==> src/rtl/wsp_scan_master.sv <==
// -----------------------------------------------------------------------------
// wsp_scan_master
//
// Initiator side of an IEEE 1500 Wrapper Serial Port. Takes one scan command
// at a time, then runs CAPTURE -> SHIFT(len) -> UPDATE on the wrapper by
// driving the WSC strobes and WSI, collects WSO, and returns the shifted-out
// bits on a valid/ready response channel.
//
// Optional feature (macro WSP_SCAN_CNT_EN): adds output scan_cnt[15:0], a
// wrapping count of UPDATE cycles. Without the macro the port is absent.
//
// Ports
//   wrck       in   wrapper clock, all logic on posedge
//   wrst       in   synchronous active-high reset
//   cmd_valid  in   command offered
//   cmd_ready  out  master idle; command taken on cmd_valid & cmd_ready
//   cmd_wir    in   1 = instruction scan (WIR), 0 = data scan
//   cmd_len    in   bits to shift, 0..MAX_LEN (larger values are clamped)
//   cmd_data   in   shift-in data, bit 0 shifted first
//   rsp_valid  out  response available, held until rsp_ready
//   rsp_ready  in   response consumer ready
//   rsp_data   out  captured WSO bits, bit 0 = first bit out, bits >= len are 0
//   selectwir  out  WSC SelectWIR
//   capturewr  out  WSC CaptureWR
//   shiftwr    out  WSC ShiftWR
//   updatewr   out  WSC UpdateWR
//   wsi        out  serial data to the wrapper
//   wso        in   serial data from the wrapper (changes on negedge wrck)
//   scan_cnt   out  [WSP_SCAN_CNT_EN only] UPDATE cycle counter
// -----------------------------------------------------------------------------
module wsp_scan_master #(
  parameter  int MAX_LEN = 32,
  localparam int LEN_W   = $clog2(MAX_LEN + 1)
) (
  input  logic               wrck,
  input  logic               wrst,
  input  logic               cmd_valid,
  output logic               cmd_ready,
  input  logic               cmd_wir,
  input  logic [LEN_W-1:0]   cmd_len,
  input  logic [MAX_LEN-1:0] cmd_data,
  output logic               rsp_valid,
  input  logic               rsp_ready,
  output logic [MAX_LEN-1:0] rsp_data,
  output logic               selectwir,
  output logic               capturewr,
  output logic               shiftwr,
  output logic               updatewr,
  output logic               wsi,
  input  logic               wso
`ifdef WSP_SCAN_CNT_EN
  ,
  output logic [15:0]        scan_cnt
`endif
);

  typedef enum logic [2:0] {
    S_IDLE,
    S_CAPTURE,
    S_SHIFT,
    S_UPDATE,
    S_RESP
  } state_t;

  state_t             state_q;
  logic [LEN_W-1:0]   len_q;
  logic [LEN_W-1:0]   cnt_q;
  logic [MAX_LEN-1:0] data_q;
  logic [MAX_LEN-1:0] rsp_data_q;
  logic               rsp_valid_q;
  logic               cmd_ready_q;
  logic               selectwir_q;
  logic               capturewr_q;
  logic               shiftwr_q;
  logic               updatewr_q;
  logic               wsi_q;
`ifdef WSP_SCAN_CNT_EN
  logic [15:0]        scan_cnt_q;
`endif

  // Length to latch on acceptance, clamped to the register width.
  logic [LEN_W-1:0] len_d;
  always_comb begin
    len_d = cmd_len;
    if (cmd_len > LEN_W'(MAX_LEN)) begin
      len_d = LEN_W'(MAX_LEN);
    end
  end

  always_ff @(posedge wrck) begin
    if (wrst) begin
      state_q     <= S_IDLE;
      len_q       <= '0;
      cnt_q       <= '0;
      data_q      <= '0;
      rsp_data_q  <= '0;
      rsp_valid_q <= 1'b0;
      cmd_ready_q <= 1'b1;
      selectwir_q <= 1'b0;
      capturewr_q <= 1'b0;
      shiftwr_q   <= 1'b0;
      updatewr_q  <= 1'b0;
      wsi_q       <= 1'b0;
`ifdef WSP_SCAN_CNT_EN
      scan_cnt_q  <= '0;
`endif
    end else begin
      case (state_q)
        S_IDLE: begin
          if (cmd_valid) begin
            len_q       <= len_d;
            data_q      <= cmd_data;
            cnt_q       <= '0;
            rsp_data_q  <= '0;
            cmd_ready_q <= 1'b0;
            selectwir_q <= cmd_wir;
            capturewr_q <= 1'b1;
            state_q     <= S_CAPTURE;
          end
        end

        S_CAPTURE: begin
          capturewr_q <= 1'b0;
          if (len_q == '0) begin
            updatewr_q <= 1'b1;
            state_q    <= S_UPDATE;
          end else begin
            // First shift bit goes out in the cycle right after capture.
            shiftwr_q <= 1'b1;
            wsi_q     <= data_q[0];
            data_q    <= data_q >> 1;
            state_q   <= S_SHIFT;
          end
        end

        S_SHIFT: begin
          // The wrapper presented bit cnt_q on the preceding negedge; take it
          // now, at the edge that ends shift cycle cnt_q.
          rsp_data_q <= rsp_data_q | (MAX_LEN'(wso) << cnt_q);
          if (cnt_q == len_q - LEN_W'(1)) begin
            shiftwr_q  <= 1'b0;
            wsi_q      <= 1'b0;
            updatewr_q <= 1'b1;
            state_q    <= S_UPDATE;
          end else begin
            wsi_q  <= data_q[0];
            data_q <= data_q >> 1;
            cnt_q  <= cnt_q + LEN_W'(1);
          end
        end

        S_UPDATE: begin
          updatewr_q  <= 1'b0;
          selectwir_q <= 1'b0;
          rsp_valid_q <= 1'b1;
          state_q     <= S_RESP;
`ifdef WSP_SCAN_CNT_EN
          scan_cnt_q  <= scan_cnt_q + 16'd1;
`endif
        end

        S_RESP: begin
          // A command offered during the handshake waits for IDLE.
          if (rsp_ready) begin
            rsp_valid_q <= 1'b0;
            cmd_ready_q <= 1'b1;
            state_q     <= S_IDLE;
          end
        end

        default: begin
          state_q <= S_IDLE;
        end
      endcase
    end
  end

  assign cmd_ready = cmd_ready_q;
  assign rsp_valid = rsp_valid_q;
  assign rsp_data  = rsp_data_q;
  assign selectwir = selectwir_q;
  assign capturewr = capturewr_q;
  assign shiftwr   = shiftwr_q;
  assign updatewr  = updatewr_q;
  assign wsi       = wsi_q;
`ifdef WSP_SCAN_CNT_EN
  assign scan_cnt  = scan_cnt_q;
`endif

endmodule

==> config.mk <==
export PLATFORM = sky130hd
export DESIGN_NAME = wsp_scan_master
export DESIGN_NICKNAME = d
export VERILOG_FILES = /design/src/rtl/wsp_scan_master.sv
export SDC_FILE = /design/constraint.sdc
export NUM_CORES = 1
export LEC_CHECK = 0
export BUFFER_PORTS_ARGS = -buffer_cell sky130_fd_sc_hd__buf_2
export CORE_ASPECT_RATIO = 2
export CORE_MARGIN = 2
export CORE_UTILIZATION = 50
export DETAILED_ROUTE_END_ITERATION = 8
export PLACE_DENSITY = 0.89
export SLEW_MARGIN = 20
export SYNTH_ARGS = -nofsm -noshare
export SYNTH_HDL_FRONTEND = slang
export SYNTH_SLANG_ARGS = --single-unit
export TNS_END_PERCENT = 10
==> constraint.sdc <==
create_clock -name wrck -period 2.3 [get_ports wrck]
set_clock_uncertainty 0.15 [all_clocks]
set_input_delay 0.46 -clock wrck [delete_from_list [all_inputs] [get_ports wrck]]
set_output_delay 0.46 -clock wrck [all_outputs]
set_load 0.05 [all_outputs]
**Word level (Yosys, flattened, before mapping)**

Cells that the tools add are included.

- Input port bits: 44
- Logic and storage cells: 83
- Register bits: 86
- Output and inout bits: 39

- Equality and inequality tests: 11
- Mux-type cells: 33
- Reduce and logical (&&, ||, !) cells: 22
- Add/sub/neg operators: 2
- Magnitude comparators: 1
- Shifts and indexed selects: 1
- Bitwise logic cells: 1

Operator list:

| operator | count |
|---|---|
| 2-to-1 mux 32 bit | 4 |
| one-hot mux 32 bit (3 select lines) | 1 |
| one-hot mux 32 bit (2 select lines) | 1 |
| OR 32 bit | 1 |
| left shift 1 x 6 -> 32 bit | 1 |
| 2-to-1 mux 6 bit | 3 |
| one-hot mux 3 bit (5 select lines) | 1 |
| AND reduction 3 bit | 5 |
| 2-to-1 mux 1 bit | 12 |
| != test 2 bit (second input constant) | 6 |
| one-hot mux 1 bit (2 select lines) | 6 |
| one-hot mux 6 bit (2 select lines) | 1 |
| AND reduction 2 bit | 6 |
| nonzero test 2 bit | 6 |
| 2-to-1 mux 3 bit | 3 |
| adder 6 x 1 -> 6 bit (second input constant) | 1 |
| equality test 3 x 2 -> 1 bit (second input constant) | 2 |
| equality test 6 bit | 1 |
| greater-than comparator 6 bit (second input constant) | 1 |
| zero test 6 bit | 1 |
| nonzero test 3 bit | 2 |
| subtractor 6 x 1 -> 6 bit (second input constant) | 1 |
| AND reduction 4 bit | 1 |
| equality test 3 x 1 -> 1 bit (second input constant) | 1 |
| other kinds (3) | 3 |

**Longest topological paths before layout**

- Depth after elaboration: 4
- Depth in mapped cells: 8
- Mapped depth without buffers: 7

**Worst setup path before layout**

OpenSTA, ideal clock, no wires.

- Kind: register -> register
- From: reg len_q[0]
- To: reg data_q[0]
- Path buffers: 1
- Arrival: 2.052 ns
- Required time: 2.029 ns
- Period minus slack after synthesis: 2.323 ns
- Library setup time: 0.121 ns
- Cell stages (with the launch flop): 7
- Slack: -0.023 ns
- Path through: dfxtp_1 -> or4_1 -> or3_1 -> and4bb_4 -> a21o_4 -> buf_6 -> mux2_4

- Longest elaborated chain between the ends: 4
- Elaborated cells on any way between the ends: 6
- Classes of those cells: add/sub: 1; eq/ne: 3; reduce/logical: 2

RTL lines:

| item | RTL line | source |
|---|---|---|
| start, declared | 66 | `logic [LEN_W-1:0] len_q;` |
| start signal, assigned | 111 | `len_q <= len_d;` |
| subtractor 6 x 1 -> 6 bit | 140 | `if (cnt_q == len_q - LEN_W'(1)) begin` |
| equality test 6 bit | 140 |  |
| != test 2 bit (no source line) | n/a |  |
| AND reduction 4 bit (no source line) (*) | n/a |  |
| end signal, assigned | 112 | `data_q <= cmd_data;` |
| end signal, assigned | 131 | `data_q <= data_q >> 1;` |
| end signal, assigned | 147 | `data_q <= data_q >> 1;` |
| end, declared | 68 | `logic [MAX_LEN-1:0] data_q;` |

Every way passes the cells marked *; elsewhere a longest branch is shown, timed or not.
A chain may end at the register's enable or synchronous reset.

**Final worst setup path**

- From: reg len_q[0]
- To: reg data_q[12]

Same word-level chain as after synthesis.

==> results.json <==
{
  "synth_top_family_by_area": "simple AND/OR/NAND/NOR gates",
  "antenna_found_initial": 0,
  "cpMaxStageDelayCell": "or4_4",
  "p_per_area_mw_per_mm2": 887,
  "firstDrtPassIters": 4,
  "rows": 46,
  "whs_endpoint": "selectwir",
  "arrival_ns": 2.48,
  "whs_path_depth": 3,
  "hold_viol_final": 0,
  "yosys.area.top_type": "dfxtp_1",
  "drt-total-wl_um": 10200,
  "worst_slew_pin_slew_ns": 0.604,
  "synth_edf_count": 0,
  "top_layer": "met4",
  "dr_wl_met3_um": 445,
  "syn_nets": 482,
  "synth-xor-area-share_pct": 1.48,
  "status": "finished with violations",
  "io_buffers": 82,
  "m1WireLength_um": 3720,
  "syn_to_final_growth_pct": 27.5,
  "coreArea_mm2": 0.00800,
  "fp.dieArea_mm2": 0.00905,
  "hp-class": "input pin to register",
  "fillers": 612,
  "grt_setup_unrepaired": "true",
  "startpoint_type": "register",
  "yosysUniqueCellTypes": 50,
  "reg2reg_slack_ns": -0.10,
  "drive_gt1_share_pct": 33.0,
  "period_needed_ns": 2.40,
  "setup_violations": 31,
  "ant_nets": 0,
  "max_slew_margin_pct": 59.7,
  "finalNonFillerCells": 638,
  "wl_per_cell_um": 16.0,
  "syn_area_per_cell_um2": 9.48,
  "viasPerCell": 5.54,
  "p_leak_nw": 2.34,
  "wl_met2_um": 5700,
  "synthMuxAreaShare_pct": 20.3,
  "critPathCaptureType": "register",
  "dp.cells": 614,
  "hpwl_um": 7060,
  "clock-sinks": 86,
  "violations": "setup timing",
  "critPathKind": "register to register",
  "synth-main-ff-cell": "dfxtp_1",
  "drcViolationCount": 0,
  "route.vias.total": 3537,
  "gp_congestion": 0.845,
  "r2r_cells": 6,
  "ys_top_cells_by_area": "dfxtp_1 42%, mux2_4 11%, mux2i_1 9.0%",
  "antenna_cells": 0,
  "setup_slack_ns": -0.104,
  "netlist_instances": 436,
  "synthSimpleGateAreaFrac_pct": 21.1,
  "synth_compound_area_share_pct": 11.0,
  "cts_hold_buffers": 0,
  "ioPinCount": 83,
  "grt_pass1_vias": 3628,
  "start_util_pct": 51.6,
  "htree_levels": 3,
  "cp_cell_sequence": "or4_4 > or3_4 > and4bb_4 > a21o_4 > clkbuf_16 > mux2_4",
  "fp.dieW_um": 68.3,
  "clk_latency_ns": 0.34,
  "critical_path.max_stage_delay_ns": 0.54,
  "tritoncts": "done",
  "synth-seq-area-share_pct": 41.7,
  "worst_r2r_startpoint": "len_q[0]",
  "grt_first_pass_wirelength_um": 16200,
  "cts_buffers": 9,
  "drt_iter0_drc": 232,
  "finalCoreUtilization_pct": 65.9,
  "globalRouteOverflowTotal": 0,
  "vdd.ir_drop.worst_mv": 0.684,
  "fin_crit_sh_pct": 105,
  "cp.required_ns": 2.38,
  "layout.nets": 584,
  "slew_viol_final": 0,
  "rr_endpoint": "data_q[12]",
  "hold_path.startpoint": "cmd_wir",
  "netlist_area_mm2": 0.00413,
  "fmax_ghz": 0.416,
  "yosys_warnings": 0,
  "cap_violations": 0,
  "synth_seq_cells": 86,
  "cts_buffer_depth": 2,
  "grt_max_degree": 66,
  "crit_path_max_fanout": 6,
  "cts_root_buf": "clkbuf_16",
  "synthAdderAreaFrac_pct": 0.606,
  "clkTransAtPathRegs_ns": 0.06,
  "synth_top_area_share_pct": 41.7,
  "synthArstFlopShare_pct": 0,
  "fin_hold_ws_ns": 0.215,
  "track_usage_pct": 23.1,
  "die_h_um": 133
}
[placed cells by master (no fill, tap or decap), types with 10 or more instances in the layout]
cell type,count
mux2i_1,37
nor2_1,44
buf_4,30
nand2_1,39
a21oi_1,17
dfxtp_1,84
nor2b_1,31
o21ai_1,19
buf_2,82
mux2_4,30
a22o_1,16
clkbuf_16,10
[registers in the layout (all words and copies together) (netlist names), 3 cells and up]
name and cells:
data_q 32, rsp_data 32, cnt_q 6, len_q 6
state_q 3
[synth_stat cells, types with 2 or more instances]
| cell | number |
|---|---|
| nand2_1 | 39 |
| mux2_1 | 3 |
| nor2_1 | 46 |
| a22o_1 | 16 |
| or3_1 | 6 |
| or3b_1 | 2 |
| nand3_1 | 6 |
| nor3b_1 | 9 |
| nor2b_1 | 31 |
| mux2_4 | 29 |
| xor2_1 | 3 |
| nor3_1 | 9 |
| o21ai_1 | 19 |
| nand2b_1 | 4 |
| xnor2_1 | 4 |
| mux2i_1 | 37 |
| clkbuf_1 | 21 |
| o211ai_1 | 3 |
| and3_1 | 3 |
| nand3b_1 | 4 |
| inv_1 | 7 |
| a21oi_1 | 17 |
| buf_2 | 2 |
| o22ai_1 | 2 |
| ha_1 | 2 |
| dfxtp_1 | 86 |
| buf_6 | 3 |
[timing repair]
action                                  CTS  global route
endpoints found under the setup margin   34            45
setup buffers                             6             1
gates resized for setup                   5             7
cloned                                    1             1
pin swaps                                 0             3
[how the worst max path moves through the flow]
stage                         from  slack, ns         end
after global placement    len_q[0]      -0.18  data_q[19]
after CTS                 len_q[0]      -0.07  data_q[12]
final                     len_q[0]      -0.10  data_q[12]
after floorplan           len_q[0]     -0.009   data_q[0]
after global routing      len_q[1]      -0.16  data_q[19]
after detailed placement  len_q[1]      -0.28  data_q[20]
[per-layer routing]
| metal | track usage [%] | vias up |
|---|---|---|
| met5 | 0 | - |
| met4 | 10.2 | 0 |
| met3 | 5.27 | 30 |
| met1 | 23.2 | 1671 |
| li1 | - | 1722 |
| met2 | 42.6 | 114 |
[report_power, final]
part	total, mW	internal, mW	switching, mW
Clock	1.57	1.00	0.566
Combinational	1.36	0.707	0.658
Sequential	1.74	1.64	0.0929
[worst max-delay path: cells and delay by family (launching register included)]
kind	cells	cell delay, ns
and+or+nand+nor	3	1.11
DFF	1	0.32
muxes	1	0.29
AOI/OAI and AO/OA	1	0.24
buffers and inverters	1	0.17
[stage by stage]
stage	power, mW	setup slack [ns]	TNS [ns]	instance area [um2]
5_1_grt	4.87	-0.164	-4.10	5270
4_1_cts	4.63	-0.0737	-1.73	5200
3_5_place_dp	2.94	-0.277	-7.89	4760
3_3_place_gp	2.90	-0.182	-4.90	4760
6_report	4.67	-0.104	-2.32	5270
2_1_floorplan	2.69	-0.00876	-0.250	4140
[cells by family after synthesis]
logic type                 count (synthesis)
and+or+nand+nor                          169
DFF                                       86
muxes                                     69
AOI/OAI and AO/OA                         68
buffers and inverters                     35
xor gates and xnor gates                   7
adders and majority gates                  2
[layout make-up]
type,instances,area [um2],share of cell area (%)
multi-input cells,316,2330,44.2
flip-flops and latches,86,1720,32.7
repair buffers,117,741,14.1
clock buffers,12,256,4.87
well taps,96,120,2.28
clock inverters,3,67.6,1.28
inverters,8,30.0,0.570
(Power assumes the default switching activity.)
